==> config.mk <==
export PLATFORM = sky130hd
export DESIGN_NAME = second_layer_backprop
export DESIGN_NICKNAME = d
export VERILOG_FILES = /design/src/rtl/second_layer_bp_pkg.sv /design/src/rtl/mul_shift_sat.sv /design/src/rtl/second_layer_backprop.sv
export SDC_FILE = /design/constraint.sdc
export NUM_CORES = 1
export LEC_CHECK = 0
export ABC_CLOCK_PERIOD_IN_PS = 11470
export CELL_PAD_IN_SITES_DETAIL_PLACEMENT = 0
export CELL_PAD_IN_SITES_GLOBAL_PLACEMENT = 1
export CORE_AREA = 2 2 312 314
export DETAILED_ROUTE_END_ITERATION = 16
export DIE_AREA = 0 0 314 316
export MAX_ROUTING_LAYER = met4
export PLACE_DENSITY = 0.68
export SYNTH_ARGS = -nofsm -noshare
export SYNTH_HDL_FRONTEND = slang
export SYNTH_HIERARCHICAL = 1
export SYNTH_SLANG_ARGS = --single-unit
export TNS_END_PERCENT = 20
==> constraint.sdc <==
create_clock -name clk -period 11.47 [get_ports clk]
set_input_delay 1.7205 -clock clk [delete_from_list [all_inputs] [get_ports clk]]
set_output_delay 1.7205 -clock clk [all_outputs]
set_load 0.01 [all_outputs]
==> src/rtl/second_layer_bp_pkg.sv <==
// Shared types and helpers for the second-layer backprop driver.
// Latency: n/a (types, constants and a pure function only).
// Backpressure: n/a.
package second_layer_bp_pkg;

  // Q4.12 fixed-point format
  localparam int Q_FRAC       = 12;
  localparam int Q_TARGET_ONE = 4096;

  typedef enum logic [2:0] {
    S_IDLE,
    S_CALC,
    S_BACK,
    S_UPDATE,
    S_DONE
  } state_e;

  // Clamp a wide signed value into the signed range of a w-bit word.
  // The caller truncates the result to w bits.
  function automatic logic signed [63:0] sat(input logic signed [63:0] x, input int w);
    logic signed [63:0] hi;
    logic signed [63:0] lo;
    hi = (64'sd1 <<< (w - 1)) - 64'sd1;
    lo = -(64'sd1 <<< (w - 1));
    if (x > hi) begin
      sat = hi;
    end else if (x < lo) begin
      sat = lo;
    end else begin
      sat = x;
    end
  endfunction

endpackage

==> src/rtl/mul_shift_sat.sv <==
// Signed multiply, arithmetic right shift, optional negate, saturate to OW bits.
// Latency: 1 cycle (registered result, updated only on in_vld_i).
// Backpressure: none; accepts one operand pair per cycle, result holds otherwise.
module mul_shift_sat
  import second_layer_bp_pkg::*;
#(
  parameter int AW  = 16,
  parameter int BW  = 26,
  parameter int OW  = 16,
  parameter int SHW = 5
) (
  input  logic                 clk,
  input  logic                 reset_b,
  input  logic                 in_vld_i,
  input  logic signed [AW-1:0] a_i,
  input  logic signed [BW-1:0] b_i,
  input  logic [SHW-1:0]       shift_i,
  input  logic                 neg_i,
  output logic signed [OW-1:0] res_o
);

  localparam int PW = AW + BW;

  logic signed [PW-1:0] prod;
  logic signed [63:0]   shifted;
  logic signed [63:0]   scaled;
  logic signed [OW-1:0] res_d;
  logic signed [OW-1:0] res_q;

  // Full-precision product, shift before negate, saturate last so -(-2^15) cannot wrap.
  always_comb begin
    prod    = PW'(a_i) * PW'(b_i);
    shifted = 64'(prod) >>> shift_i;
    scaled  = neg_i ? -shifted : shifted;
    res_d   = in_vld_i ? OW'(sat(scaled, OW)) : res_q;
  end

  // Result register, holds between operand beats.
  always_ff @(posedge clk) begin
    if (!reset_b) begin
      res_q <= '0;
    end else begin
      res_q <= res_d;
    end
  end

  assign res_o = res_q;

endmodule

==> src/rtl/second_layer_backprop.sv <==
// Training traffic for one second-layer cell: output error, back-propagated error, weight/bias deltas.
// Latency: back_error / delta_weight appear 1 cycle after their input beat; delta_bias set in CALC.
// Backpressure: none; beats may have gaps, FSM waits indefinitely, end_state2 ignored while busy.
module second_layer_backprop
  import second_layer_bp_pkg::*;
#(
  parameter int NWBITS     = 16,
  parameter int NHIDDEN    = 256,
  parameter int COUNT_BIT1 = 10,
  parameter int COUNT_BIT2 = 8,
  parameter int NUM        = 0,
  parameter int FRAC       = Q_FRAC,
  parameter int OUT_SHIFT  = 12,
  parameter int LR_SHIFT   = 7,
  parameter int TARGET_ONE = Q_TARGET_ONE
) (
  input  logic                                               clk,
  input  logic                                               reset_b,
  input  logic                                               end_state2,
  input  logic signed [2*NWBITS+COUNT_BIT2+COUNT_BIT1-1:0]   output_neuron,
  input  logic [3:0]                                         label,
  input  logic                                               weight_valid,
  input  logic signed [NWBITS-1:0]                           second_layer_weight,
  input  logic                                               hidden_valid,
  input  logic signed [NWBITS+COUNT_BIT1-1:0]                hidden_data,
  output logic                                               start_backprop,
  output logic signed [NWBITS-1:0]                           back_error,
  output logic                                               back_error_valid,
  output logic                                               update_second_layer,
  output logic signed [NWBITS-1:0]                           delta_weight,
  output logic signed [NWBITS-1:0]                           delta_bias,
  output logic                                               busy,
  output logic                                               done
);

  localparam int ONW = 2*NWBITS + COUNT_BIT2 + COUNT_BIT1;
  localparam int HW  = NWBITS + COUNT_BIT1;
  localparam int SHW = $clog2(FRAC + LR_SHIFT + 1);

  state_e                  state_q, state_d;
  logic [COUNT_BIT2-1:0]   cnt_q, cnt_d;
  logic signed [ONW-1:0]   on_q, on_d;
  logic [3:0]              label_q, label_d;
  logic signed [NWBITS-1:0] err_q, err_d;
  logic signed [NWBITS-1:0] dbias_q, dbias_d;
  logic                    be_vld_q, be_vld_d;
  logic                    upd_vld_q, upd_vld_d;
  logic signed [NWBITS-1:0] be_hold_q, be_hold_d;
  logic signed [NWBITS-1:0] dw_hold_q, dw_hold_d;

  logic signed [63:0]      on_scaled;
  logic signed [63:0]      target;
  logic                    last_beat;

  logic                    mul_vld;
  logic signed [HW-1:0]    mul_b;
  logic [SHW-1:0]          mul_shift;
  logic                    mul_neg;
  logic signed [NWBITS-1:0] mul_res;

  // One multiplier serves both phases; the FSM picks operand, shift and sign.
  mul_shift_sat #(
    .AW  (NWBITS),
    .BW  (HW),
    .OW  (NWBITS),
    .SHW (SHW)
  ) u_mul (
    .clk      (clk),
    .reset_b  (reset_b),
    .in_vld_i (mul_vld),
    .a_i      (err_q),
    .b_i      (mul_b),
    .shift_i  (mul_shift),
    .neg_i    (mul_neg),
    .res_o    (mul_res)
  );

  // Next-state, beat counting, operand muxing and the one-cycle pulses.
  always_comb begin
    state_d        = state_q;
    cnt_d          = cnt_q;
    on_d           = on_q;
    label_d        = label_q;
    err_d          = err_q;
    dbias_d        = dbias_q;
    be_vld_d       = 1'b0;
    upd_vld_d      = 1'b0;
    mul_vld        = 1'b0;
    mul_b          = '0;
    mul_shift      = SHW'(FRAC);
    mul_neg        = 1'b0;
    start_backprop = 1'b0;
    done           = 1'b0;

    on_scaled = sat(64'(on_q >>> OUT_SHIFT), NWBITS);
    target    = (label_q == 4'(NUM)) ? 64'(TARGET_ONE) : 64'sd0;
    last_beat = (cnt_q == COUNT_BIT2'(NHIDDEN - 1));

    case (state_q)
      S_IDLE: begin
        if (end_state2) begin
          on_d    = output_neuron;
          label_d = label;
          state_d = S_CALC;
        end
      end
      S_CALC: begin
        err_d          = NWBITS'(sat(on_scaled - target, NWBITS));
        dbias_d        = NWBITS'(sat(-(64'(err_d) >>> LR_SHIFT), NWBITS));
        start_backprop = 1'b1;
        cnt_d          = '0;
        state_d        = S_BACK;
      end
      S_BACK: begin
        mul_b     = HW'(second_layer_weight);
        mul_shift = SHW'(FRAC);
        if (weight_valid) begin
          mul_vld  = 1'b1;
          be_vld_d = 1'b1;
          cnt_d    = cnt_q + 1'b1;
          if (last_beat) begin
            state_d = S_UPDATE;
          end
        end
      end
      S_UPDATE: begin
        mul_b     = hidden_data;
        mul_shift = SHW'(FRAC + LR_SHIFT);
        mul_neg   = 1'b1;
        if (hidden_valid) begin
          mul_vld   = 1'b1;
          upd_vld_d = 1'b1;
          cnt_d     = cnt_q + 1'b1;
          if (last_beat) begin
            state_d = S_DONE;
          end
        end
      end
      S_DONE: begin
        done    = 1'b1;
        state_d = S_IDLE;
      end
      default: begin
        state_d = S_IDLE;
      end
    endcase

    // Shared result register is reused, so each output keeps its own last value.
    be_hold_d = be_vld_q  ? mul_res : be_hold_q;
    dw_hold_d = upd_vld_q ? mul_res : dw_hold_q;
  end

  // State, latched sample, error terms and output hold registers.
  always_ff @(posedge clk) begin
    if (!reset_b) begin
      state_q   <= S_IDLE;
      cnt_q     <= '0;
      on_q      <= '0;
      label_q   <= '0;
      err_q     <= '0;
      dbias_q   <= '0;
      be_vld_q  <= 1'b0;
      upd_vld_q <= 1'b0;
      be_hold_q <= '0;
      dw_hold_q <= '0;
    end else begin
      state_q   <= state_d;
      cnt_q     <= cnt_d;
      on_q      <= on_d;
      label_q   <= label_d;
      err_q     <= err_d;
      dbias_q   <= dbias_d;
      be_vld_q  <= be_vld_d;
      upd_vld_q <= upd_vld_d;
      be_hold_q <= be_hold_d;
      dw_hold_q <= dw_hold_d;
    end
  end

  assign back_error          = be_vld_q  ? mul_res : be_hold_q;
  assign back_error_valid    = be_vld_q;
  assign delta_weight        = upd_vld_q ? mul_res : dw_hold_q;
  assign update_second_layer = upd_vld_q;
  assign delta_bias          = dbias_q;
  assign busy                = (state_q != S_IDLE);

endmodule

==> results.json <==
{
  "antenna_violations_before_repair": 2,
  "final_cell_count_no_fill": 5272,
  "groute.layer.met2.usage": 0.324,
  "final.period_utilization": 0.981,
  "regToRegSetupSlack_ns": 0.69,
  "final.setup_skew_ns": 0.0118,
  "global_route.usage.met3": 0.0138,
  "io-pin-count": 154,
  "criticalPathCategory": "in -> reg",
  "asyncSetResetFlopFracSynth": 0,
  "vias_per_cell": 5.12,
  "grt_pass1_vias": 27600,
  "r2r_path_end": "u_mul/res_o[14]",
  "gr-usage-all-layers": 0.198,
  "critical_path.endpoint": "u_mul/res_o[14]",
  "cts_inserted_buffers": 17,
  "insertion_delay_ns": 0.45,
  "remaining_number_of_nets_flagged_by_the_antenna_check_after_routing": 0,
  "hold_buffers_post_cts": 0,
  "critPathCaptureType": "flop",
  "io_buffers": 141,
  "critical_path.max_stage_delay_ns": 0.57,
  "global_route_wire_length_before_repair_mm": 154,
  "grt_use_met1": 0.273,
  "p_int_mw": 1.81,
  "placed_cell_area_mm2": 0.0351,
  "clk_network_pwr_share": 0.162,
  "synth-seq-area-share": 0.0947,
  "cts_num_sinks": 135,
  "tritoncts": "built",
  "finalHoldViolCount": 0,
  "ys_ff_latch": 135,
  "fin_setup_tns_ns": 0,
  "chipHeight_um": 316,
  "maximum_ir_drop_on_the_vdd_rail_mv": 0.141,
  "final_layout_size_suffix_gt1_frac": 0.226,
  "synth_top_cells_by_area": "sky130_fd_sc_hd__fa_1 28%, sky130_fd_sc_hd__dfxtp_1 9.5%, sky130_fd_sc_hd__and2_1 6.0%, sky130_fd_sc_hd__nand2_1 5.7%, sky130_fd_sc_hd__ha_1 5.5%",
  "syn_area_mm2": 0.0285,
  "crit_required_ns": 11.84,
  "p_sw_frac": 0.450,
  "critical-path-slowest-cell": "sky130_fd_sc_hd__fa_1",
  "placedCellCount": 5222,
  "drt-initial-drc-count": 1635,
  "synth.top_cell.area_share": 0.282,
  "fin_nets": 4611,
  "setup.worst_path.start_class": "primary input",
  "average_cell_area_after_synthesis_um2": 8.22,
  "htree_num_levels": 4,
  "pwr_density_cell_mw_per_mm2": 89.4,
  "layout.cell_area.non_filler_mm2": 0.0367,
  "yosys_cell_types": 117,
  "busiest_layer": "met2",
  "number_of_failing_setup_endpoints_in_the_final_timing_report": 0,
  "path_common_cell": "sky130_fd_sc_hd__fa_1",
  "final_period_minus_worst_setup_slack_ns": 11.25,
  "routed_wire_length_per_instance_um": 17.8,
  "placement_rows": 114,
  "worstSetupStartpoint": "second_layer_weight[15]",
  "max_freq_ghz": 0.0889,
  "cp_max_fo": 15,
  "netlist.top_cell.by_area": "sky130_fd_sc_hd__fa_1",
  "run_status": "complete, no violations",
  "crit-reg2reg-launch": "state_q[1]",
  "dp_hpwl_mm": 77.3,
  "die-width_um": 314,
  "max_cap_viol_count": 0,
  "route.vias.total": 27000,
  "drc_violations_left": 0,
  "globalRouteOverflowTotal": 0,
  "cts_clock_pin_slew_for_the_worst_setup_and_hold_paths_ns": 0.07,
  "timing_max_transition_violations_final": 0,
  "rsz_0062_raised_after_global_routing": "true",
  "die_area_mm2": 0.0992,
  "gp_routability_congestion": 0.944,
  "switching_power_of_the_nets_mw": 1.48,
  "area_delta_synth_final_pct": 28.8,
  "kind_of_path_behind_the_tightest_hold_check": "reg -> reg",
  "combPwrFrac": 0.670,
  "drtPass1Iterations": 8,
  "seq_power_share": 0.167,
  "grt_start_max_net_pins": 72,
  "core_mm2": 0.0960,
  "worst_slew_margin_rel": 0.177,
  "clock_path_buffers": 2,
  "total_of_warnings_raised_by_yosys": 6,
  "worst-r2r-cell-count": 41,
  "tightest_slew_ns": 1.22,
  "worstPathArrival_ns": 11.62,
  "start_util": 0.297,
  "postSynthCellCount": 3471,
  "mappedNetlistNets": 4100,
  "yosys_most_used_dff": "sky130_fd_sc_hd__dfxtp_1",
  "root_buffer": "sky130_fd_sc_hd__clkbuf_16",
  "route.final.wire_length_mm": 94.0,
  "edff_count_synth": 0,
  "leakagePower_nw": 15.1
}
[critical path, delay by kind of cell]
family                     cells  cell delay (ns)
xor gates and xnor gates       1             0.19
adders and majority gates      7             3.36
AOI/OAI and AO/OA             10             2.25
and+or+nand+nor                8             2.03
buffers and inverters         10             1.59
muxes                          1             0.49
[kinds of logic (layout without fill, tap and decap cells)]
kind of cell / count (synthesis) / after routing / share of synthesized area
and+or+nand+nor: 1284 / 1284 / 0.232
other: 0 / 1 / 0
AOI/OAI and AO/OA: 747 / 747 / 0.195
adders and majority gates: 528 / 528 / 0.337
xor gates and xnor gates: 85 / 85 / 0.0273
DFF: 135 / 135 / 0.0947
muxes: 70 / 70 / 0.0287
buffers and inverters: 622 / 1146 / 0.0853
[synth_stat cells, drive strengths merged, types with 21 or more instances]
cell type  number
dfxtp         135
ha            126
o22ai          35
buf            49
a21oi         143
nand4          50
a21o           32
o21a           24
nor3           65
nor4           32
mux2           41
o21ai         110
a21boi         56
nand2         437
nand3          60
and2          274
xnor2          55
o211ai         27
a22o           24
a211oi         38
and3           26
inv           405
nor2          190
o31ai          27
clkbuf        168
fa            402
nand2b         22
a31oi          23
or2            21
xor2           28
or3            30
mux2i          25
[state kept, by name, summed over array words and instances, names as in the netlist]
name	flops
on_q	38
be_hold_q	16
delta_bias	16
dw_hold_q	16
err_q	16
u_mul/res_o	16
cnt_q	8
label_q	4
state_q	3
back_error_valid	1
update_second_layer	1
[timing repair]
item | in CTS | in global routing
gates cloned | 0 | 0
pin swaps | 6 | 55
resized for setup | 36 | 140
endpoints found under the setup margin | 15 | 15
buffers inserted | 2 | 15
[power groups by stage]
stage,clock [mW],sequential (mW),combinational [mW]
floorplan,0,0.530,1.14
global placement,0,0.560,2.05
detailed placement,0,0.561,2.05
CTS,0.550,0.550,2.08
global route,0.567,0.556,2.40
finish,0.533,0.550,2.20
[worst min-delay path by stage]
| stage | depth (start not counted) | from | end | slack [ns] |
|---|---|---|---|---|
| floorplan | 2 | on_q[23] | on_q[23] | 0.44 |
| global placement | 2 | err_q[12] | err_q[12] | 0.45 |
| detailed placement | 2 | label_q[3] | label_q[3] | 0.46 |
| CTS | 2 | label_q[3] | label_q[3] | 0.47 |
| global route | 2 | label_q[3] | label_q[3] | 0.49 |
| finish | 2 | label_q[3] | label_q[3] | 0.47 |
[area by class of cell]
cell class	count	area, µm²
repair buffers	709	6040
clock buffers	17	425
flip-flops and latches	135	2700
multi-input cells	2714	24300
diodes	1	2.50
inverters	405	1520
fillers	9947	59200
clock inverters	15	139
well taps	1276	1600
[per-stage QoR]
| stage | setup WS [ns] | util | total power, mW | hold slack, ns |
|---|---|---|---|---|
| 2_1_floorplan | 0.0519 | - | 1.67 | 0.439 |
| 3_3_place_gp | -0.664 | 0.366 | 2.61 | 0.453 |
| 3_5_place_dp | -0.684 | 0.366 | 2.61 | 0.460 |
| 4_1_cts | 0.00447 | 0.374 | 3.18 | 0.469 |
| 5_1_grt | -0.158 | 0.383 | 3.52 | 0.493 |
| 6_report | 0.217 | 0.383 | 3.28 | 0.466 |
[placed cells by master, fill, tap and decap left out, types with 30 or more instances in the layout]
cell,netlist,final
sky130_fd_sc_hd__dfxtp_1,135,135
sky130_fd_sc_hd__a21o_1,32,30
sky130_fd_sc_hd__o21ai_0,94,84
sky130_fd_sc_hd__nor2_1,190,183
sky130_fd_sc_hd__nand4_1,48,48
sky130_fd_sc_hd__and2_1,272,270
sky130_fd_sc_hd__nand2_1,436,432
sky130_fd_sc_hd__ha_1,126,108
sky130_fd_sc_hd__nor3_1,60,51
sky130_fd_sc_hd__inv_1,403,401
sky130_fd_sc_hd__nand3_1,55,54
sky130_fd_sc_hd__clkdlybuf4s50_1,0,140
sky130_fd_sc_hd__mux2_2,41,41
sky130_fd_sc_hd__buf_4,2,538
sky130_fd_sc_hd__fa_1,402,399
sky130_fd_sc_hd__a21oi_1,134,115
sky130_fd_sc_hd__a21boi_0,53,51
sky130_fd_sc_hd__xnor2_1,54,53
[layer usage]
layer	routed length [µm]	up-vias
li1	-	12900
met1	44400	13500
met2	44600	607
met3	3800	80
met4	1160	0
met5	0	-
(Power assumes the default switching activity.)
